==> config.mk <==
export PLATFORM = sky130hd
export DESIGN_NAME = multi_mode_seq_counter
export DESIGN_NICKNAME = d
export VERILOG_FILES = /design/src/rtl/multi_mode_seq_counter.sv
export SDC_FILE = /design/constraint.sdc
export NUM_CORES = 1
export LEC_CHECK = 0
export ABC_AREA = 0
export CAP_MARGIN = 20
export CORE_ASPECT_RATIO = 0.9
export CORE_MARGIN = 5
export CORE_UTILIZATION = 45
export DETAILED_ROUTE_END_ITERATION = 10
export PLACE_DENSITY = 0.7
export SLEW_MARGIN = 40
export SYNTH_ARGS = -nofsm -noshare
export SYNTH_HDL_FRONTEND = slang
export SYNTH_SLANG_ARGS = --single-unit
==> constraint.sdc <==
create_clock -name clk -period 2.66 [get_ports clk]
set_input_delay 0.399 -clock clk [delete_from_list [all_inputs] [get_ports clk]]
set_output_delay 0.399 -clock clk [all_outputs]
set_load 0.01 [all_outputs]
==> src/rtl/multi_mode_seq_counter.sv <==
// WIDTH-bit sequence counter with Johnson, ring, binary and Gray modes.
// It supports up/down stepping, parallel load, a wrap pulse and illegal-state self-correction.
module multi_mode_seq_counter #(
  parameter int WIDTH = 5
) (
  input  logic             clk,
  input  logic             rst_n,
  input  logic             en,
  input  logic [1:0]       mode,
  input  logic             dir,
  input  logic             load,
  input  logic [WIDTH-1:0] load_val,
  output logic [WIDTH-1:0] d,
  output logic             wrap,
  output logic             err
);

  localparam logic [1:0] MODE_JOHNSON = 2'b00;
  localparam logic [1:0] MODE_RING    = 2'b01;
  localparam logic [1:0] MODE_BINARY  = 2'b10;
  localparam logic [1:0] MODE_GRAY    = 2'b11;

  localparam logic [WIDTH-1:0] ZERO_W = {WIDTH{1'b0}};
  localparam logic [WIDTH-1:0] ONE_W  = {{(WIDTH-1){1'b0}}, 1'b1};

  logic [WIDTH-1:0] state_q, state_d;
  logic [WIDTH-1:0] bin_q, bin_d;
  logic [1:0]       mode_q, mode_d;
  logic             wrap_q, wrap_d;
  logic             err_q, err_d;

  logic [WIDTH-1:0] johnson_next_s;
  logic [WIDTH-1:0] ring_next_s;
  logic [WIDTH-1:0] binary_next_s;
  logic [WIDTH-1:0] bin_next_s;
  logic [WIDTH-1:0] gray_next_s;
  logic [WIDTH-1:0] step_next_s;
  logic             legal_s;

  function automatic logic [WIDTH-1:0] gray2bin(input logic [WIDTH-1:0] g);
    logic [WIDTH-1:0] b;
    b = g;
    for (int i = WIDTH - 2; i >= 0; i--) begin
      b[i] = b[i+1] ^ g[i];
    end
    return b;
  endfunction

  function automatic logic [WIDTH-1:0] bin2gray(input logic [WIDTH-1:0] b);
    return b ^ {1'b0, b[WIDTH-1:1]};
  endfunction

  function automatic logic [WIDTH-1:0] mode_seed(input logic [1:0] m);
    logic [WIDTH-1:0] s;
    case (m)
      MODE_RING: s = ONE_W;
      default:   s = ZERO_W;
    endcase
    return s;
  endfunction

  function automatic logic is_onehot(input logic [WIDTH-1:0] v);
    return (v != ZERO_W) && ((v & (v - ONE_W)) == ZERO_W);
  endfunction

  // True for 0*1* patterns (a contiguous run of ones anchored at bit 0, or zero)
  function automatic logic is_low_mask(input logic [WIDTH-1:0] v);
    return (v & (v + ONE_W)) == ZERO_W;
  endfunction

  function automatic logic is_legal(input logic [1:0] m, input logic [WIDTH-1:0] v);
    logic ok;
    case (m)
      MODE_JOHNSON: ok = is_low_mask(v) || is_low_mask(~v);
      MODE_RING:    ok = is_onehot(v);
      default:      ok = 1'b1;
    endcase
    return ok;
  endfunction

  assign johnson_next_s = dir ? {state_q[WIDTH-2:0], ~state_q[WIDTH-1]}
                              : {~state_q[0], state_q[WIDTH-1:1]};
  assign ring_next_s    = dir ? {state_q[WIDTH-2:0], state_q[WIDTH-1]}
                              : {state_q[0], state_q[WIDTH-1:1]};
  assign binary_next_s  = dir ? (state_q - ONE_W) : (state_q + ONE_W);
  assign bin_next_s     = dir ? (bin_q - ONE_W) : (bin_q + ONE_W);
  assign gray_next_s    = bin2gray(bin_next_s);
  assign legal_s        = is_legal(mode_q, state_q);

  // Select the stepped value for the currently latched mode
  always_comb begin
    step_next_s = state_q;
    case (mode_q)
      MODE_JOHNSON: step_next_s = johnson_next_s;
      MODE_RING:    step_next_s = ring_next_s;
      MODE_BINARY:  step_next_s = binary_next_s;
      MODE_GRAY:    step_next_s = gray_next_s;
      default:      step_next_s = state_q;
    endcase
  end

  // Next-state resolution: load beats mode change beats step beats hold
  always_comb begin
    state_d = state_q;
    mode_d  = mode_q;
    bin_d   = bin_q;
    wrap_d  = 1'b0;
    err_d   = 1'b0;
    if (load) begin
      state_d = load_val;
      mode_d  = mode;
      if (mode == MODE_GRAY) begin
        bin_d = gray2bin(load_val);
      end else begin
        bin_d = bin_q;
      end
    end else if (mode != mode_q) begin
      state_d = mode_seed(mode);
      mode_d  = mode;
      bin_d   = ZERO_W;
    end else if (en) begin
      if (!legal_s) begin
        state_d = mode_seed(mode_q);
        bin_d   = ZERO_W;
        err_d   = 1'b1;
      end else begin
        state_d = step_next_s;
        if (mode_q == MODE_GRAY) begin
          bin_d = bin_next_s;
        end else begin
          bin_d = bin_q;
        end
        wrap_d = (step_next_s == mode_seed(mode_q));
      end
    end else begin
      state_d = state_q;
    end
  end

  // State, mode, Gray shadow register and pulse flags
  always_ff @(posedge clk or negedge rst_n) begin
    if (!rst_n) begin
      state_q <= ZERO_W;
      bin_q   <= ZERO_W;
      mode_q  <= MODE_JOHNSON;
      wrap_q  <= 1'b0;
      err_q   <= 1'b0;
    end else begin
      state_q <= state_d;
      bin_q   <= bin_d;
      mode_q  <= mode_d;
      wrap_q  <= wrap_d;
      err_q   <= err_d;
    end
  end

  assign d    = state_q;
  assign wrap = wrap_q;
  assign err  = err_q;

endmodule

* Yosys cells after proc, flatten, opt, wreduce, memory -nomap -nowiden
Cells that the tools add are included.
** Storage, ports and cells
- Register bits :: 14
- Latch bits :: 0
- Bits in writable memories :: 0
- ROM bits :: 0
- Bits of input ports :: 12
- Output and inout bits :: 7
- Word-level logic and storage cells :: 72
- Memories kept :: 0
** Operators by class
- Add/subtract/negate cells :: 5
- Multiply operators :: 0
- Divide/modulo/power cells :: 0
- Magnitude comparators :: 0
- Equal/unequal tests :: 9
- Shift-type cells :: 0
- Mux-type cells :: 32
- Bitwise operators :: 11
- Reductions and logical operators :: 10
** Operators with widths (count)
- 5-bit 2-to-1 mux :: 18
- 5-bit one-hot mux with 4 select lines :: 1
- 5-bit by 1-bit adder with 5-bit output, second input constant :: 3
- 5-bit bitwise AND :: 3
- 5-bit zero test :: 3
- 1-bit 2-to-1 mux :: 10
- 5-bit by 1-bit subtractor with 5-bit output, second input constant :: 2
- 2-bit == test, second input constant :: 3
- 5-bit == test :: 1
- 5-bit NOT :: 1
- 5-bit nonzero test :: 1
- 5-bit by 4-bit XOR with 5-bit output :: 1
- 2-bit by 1-bit == test with 1-bit output, second input constant :: 2
- 2-bit 2-to-1 mux :: 2
- 4-bit by 2-bit inequality test with 1-bit output, second input constant :: 1
- 1-bit XOR :: 4
- 3-bit AND reduction :: 1
- 3-bit nonzero test :: 1
- 2-bit zero test :: 1
- 2-bit by 1-bit inequality test with 1-bit output, second input constant :: 1
- 2-bit inequality test :: 1
- 1-bit NOT :: 2
- 1-bit one-hot mux with 2 select lines :: 1
- 2-bit nonzero test :: 1
- 2 further kinds :: 2

* Longest topological paths before layout
- Depth in word-level cells :: 15
- Mapped depth :: 11
- Gate-level depth less buffers :: 9

* Worst setup path before layout
No wires, ideal clock.
- Kind :: register -> register
- From :: register state_q[1], in the netlist d[1]
- To :: register wrap_q, in the netlist wrap
- Library setup time :: 0.111 ns
- Arrival time :: 2.705 ns
- Required time :: 2.549 ns
- Slack :: -0.156 ns
- Cell stages (with the launch flop) :: 12
- Buffers on the path :: 2
- Clock period less this slack :: 2.816 ns
- Cell sequence :: dfrtp_1 > buf_6 > inv_1 > ha_1 > or3b_1 > ha_1 > or4_1 > o21a_1 > a211oi_2 > buf_6 > nand4b_2 > a2111oi_2
** On the way
- Longest elaborated chain between the ends :: 10
- Elaborated cells between the ends (all ways) :: 23
- Those cells by class :: 3 x add/sub; 1 x eq/ne; 9 x mux; 4 x bitwise; 6 x reduce/logical
** RTL lines
- start, declared :: line 26 : logic [WIDTH-1:0] state_q, state_d;
- start signal, assigned :: line 149 : state_q <= state_d;
- 5-bit NOT :: line 74 : MODE_JOHNSON: ok = is_low_mask(v) || is_low_mask(~v);
- 5-bit by 1-bit adder with 5-bit output :: line 68 : return (v & (v + ONE_W)) == ZERO_W;
- 5-bit bitwise AND :: line 68
- 5-bit zero test :: line 68
- 1-bit logical OR :: line 74
- 1-bit one-hot mux with 2 select lines :: line 73 : case (m)
- 1-bit 2-to-1 mux (*) :: line 122 : if (!legal_s) begin
- 1-bit 2-to-1 mux (*) :: line 121 : end else if (en) begin
- 1-bit 2-to-1 mux (*) :: line 117 : end else if (mode != mode_q) begin
- 1-bit 2-to-1 mux (*) :: line 109 : if (load) begin
- net wrap_d :: line 29 : logic wrap_q, wrap_d;
- end signal, assigned :: line 152 : wrap_q <= wrap_d;
- end, declared :: line 29
Mark *: on every way through the listed nets, which the timed path passes. The rest lies on a longest branch.
A chain may end at the register's enable or synchronous reset.

* Worst setup path after layout
- From :: register state_q[1], in the netlist d[1]
- To :: register bin_q[2]
** On the way
- Longest elaborated chain between the ends :: 10
- Elaborated cells between the ends (all ways) :: 20
- Those cells by class :: 3 x add/sub; 1 x eq/ne; 5 x mux; 4 x bitwise; 7 x reduce/logical
** RTL lines
- 5-bit NOT :: line 74
- 5-bit by 1-bit adder with 5-bit output :: line 68
- 5-bit bitwise AND :: line 68
- 5-bit zero test :: line 68
- 1-bit logical OR :: line 74
- 1-bit one-hot mux with 2 select lines (*) :: line 73
- 5-bit 2-to-1 mux :: line 122
- 5-bit 2-to-1 mux :: line 121
- 5-bit 2-to-1 mux :: line 117
- 5-bit 2-to-1 mux :: line 109
- end signal, assigned :: line 150 : bin_q <= bin_d;
- end, declared :: line 27 : logic [WIDTH-1:0] bin_q, bin_d;
Mark *: on every way between the ends. The rest lies on a longest branch, timed or not. The select of a mux whose other input is x is not followed.

==> flow_summary.ini <==
[hold_path]
worstHoldStart = bin_q[3]$_DFFE_PN0P_
worstHoldEndpoint = bin_q[3]$_DFFE_PN0P_
hold_depth = 1
hp-class = reg2reg

[yosys]
ys.flop_type = dfrtp_1
ys_seq_area_share_pct = 23.2
ys_seq_elements = 14
synth_cell_type_count = 55
yosys_warnings = 0
syn-cell-area_mm2 = 0.00151
synth_edf_count = 0
syn_area_per_cell_um2 = 8.62
synthesis.nets = 202
synthCells = 175
ys_async_sr_fraction_pct = 100

[cells_and_area]
nets = 234
antenna_cells = 0
area_growth_pct = 31.7
drive_gt1_share_pct = 20.5
fin_cells = 249

[clock_network]
cts_max_path_buffers = 2
clkTransAtPathRegs_ns = 0.06
insertion_delay_ns = 0.24
cts_tree = done
ctsRootBufferMaster = clkbuf_8
numCtsBuffers = 3
htreeDepth = 1
clkSinkCount = 14

[floorplanning]
coreArea_mm2 = 0.00330
start_util_pct = 45.6
die_area_mm2 = 0.00461
die_h_um = 64.9
fp.dieW_um = 71.0
row_count = 20
io_pins = 19

[sta]
slew_headroom_pct = 56.9
fin_crit_ns = 2.70
fin_crit_sh_pct = 102
hold_viol_final = 0
rsz0062_at_grt = yes
finalSetupViolations = 7
worst_pin_slew_ns = 0.644
setup_ws_ns = -0.0409
fmax_mhz = 370
skew_ns = 0.00350
tns_ns = -0.137
finalMaxSlewViolations = 0

[route]
via_per_inst = 5.86
wl_per_cell_um = 16.4
via_count = 1460
firstDrtPassIters = 4
ant_nets = 0
drtIter0Drc = 73
wirelength_mm = 4.08
remaining_drc_errors = 0

[placement]
port_buffers = 18
dp.cells = 240
hpwl_mm = 3.09
place.gp.congestion = 0.872

[worst_setup_path]
critPathKind = reg2reg
worstRegToRegCells = 12
r2r-start = d[1]$_DFFE_PN0P_
critPathMaxFanout = 4
r2r_end = bin_q[2]$_DFFE_PN0P_
cp-end-kind = register
r2r_setup_slack_ns = -0.04
start_kind = register
arrival_ns = 2.88
worstPathRequired_ns = 2.84

[flow_run]
drv_cap = 0

[power]
power.density_mw_per_mm2 = 503
totalPowerFinal_mw = 1.00
worst_ir_drop_vdd_uv = 307
leakage_nw = 0.878

[run_status]
violations = setup timing
status = finished with violations

[global_routing]
grt_antenna_before_repair = 0
grt_pass1_vias = 1555
grt_usage_pct = 18.7
grt_pass1_wl_mm = 6.97
grt_max_degree = 17
grt-ovfl-total = 0
metal layers:
| layer | vias up | track usage, % | wire length [um] |
|---|---|---|---|
| li1 | 701 | - | - |
| met1 | 693 | 22.2 | 1710 |
| met2 | 50 | 32.6 | 2060 |
| met3 | 16 | 3.10 | 192 |
| met4 | 0 | 8.69 | 123 |
| met5 | - | 0 | 0 |
placed cells by master (no fill, tap or decap), types with 6 or more instances in the layout:
cell / instances
nor2_1: 7
a21oi_1: 14
nand2_1: 13
clkdlybuf4s50_1: 18
nand3_1: 6
o21ai_0: 6
ha_1: 12
xor2_1: 7
inv_1: 9
buf_4: 17
dfrtp_1: 13
worst max-delay path by stage:
| stage | from | end | slack [ns] | cells after the start |
|---|---|---|---|---|
| global placement | dir | wrap$_DFF_PN0_ | -0.06 | 7 |
| CTS | d[1]$_DFFE_PN0P_ | wrap$_DFF_PN0_ | -0.02 | 10 |
| global route | d[1]$_DFFE_PN0P_ | bin_q[2]$_DFFE_PN0P_ | -0.15 | 12 |
| detailed placement | d[1]$_DFFE_PN0P_ | bin_q[3]$_DFFE_PN0P_ | -0.13 | 10 |
| floorplan | d[1]$_DFFE_PN0P_ | wrap$_DFF_PN0_ | -0.08 | 11 |
| finish | d[1]$_DFFE_PN0P_ | bin_q[2]$_DFFE_PN0P_ | -0.04 | 12 |
flip-flops by register name (all words and copies together), names as in the netlist:
signal,cells
bin_q,5
mode_q,2
wrap,1
d,5
err,1
critical path, cell delays in order, from the launching register on:
cell      delay (ns)
dfrtp_2         0.44
inv_4           0.07
ha_4            0.12
or3b_4          0.39
ha_4            0.17
or4_4           0.42
o21a_1          0.21
a211oi_2        0.20
buf_4           0.17
buf_12          0.11
buf_6           0.09
a221o_2         0.14
o21a_1          0.11
Yosys cell counts, types with 5 or more instances:
cell	count	area [um2]
a21oi_1	15	75.1
dfrtp_1	14	350
ha_1	14	175
nand2_1	13	48.8
inv_1	11	41.3
clkbuf_1	8	30.0
nor2_1	7	26.3
xor2_1	7	61.3
nand3_1	6	30.0
o21ai_0	6	30.0
xnor2_1	5	43.8
report_power, final:
part | leakage (nW) | internal (mW) | switching, mW | total [mW]
registers | 0.172 | 0.240 | 0.0354 | 0.275
clock network | 0.0216 | 0.100 | 0.0734 | 0.173
logic | 0.684 | 0.282 | 0.269 | 0.551
total | 0.878 | 0.622 | 0.378 | 1.00
kinds of logic after synthesis:
kind of cell	count (synthesis)	synth area share, %
simple gates	48	17.5
flops	14	23.2
buf+inv	23	6.80
compound gates	59	28.1
fa+ha+maj	15	12.9
xor+xnor	14	10.0
mux	2	1.33
area by class of cell:
type / instances / area [um2]
sequential: 14 / 352
timing repair buffer: 39 / 362
fill: 304 / 1320
multi-input combinational: 138 / 1130
clock buffer: 3 / 41.3
inverter: 11 / 43.8
tap: 44 / 55.1
timing repair:
| item | 4_1_cts | 5_1_grt |
|---|---|---|
| setup endpoints to repair | 10 | 10 |
| hold buffers | 0 | 0 |
| buffers inserted | 5 | 1 |
| resized for setup | 9 | 4 |
| pin swaps | 5 | 10 |
metrics by stage:
step / hold WS (ns) / worst slack (ns) / area (um2) / util, %
3_5_place_dp: 0.509 / -0.131 / 1820 / 55.1
6_report: 0.500 / -0.0409 / 1990 / 60.1
2_1_floorplan: 0.103 / -0.0783 / 1530 / -
3_3_place_gp: 0.495 / -0.0567 / 1820 / 55.1
5_1_grt: 0.519 / -0.145 / 1990 / 60.1
4_1_cts: 0.521 / -0.0159 / 1950 / 59.0
Note: power is estimated with default switching activity, not from simulation.
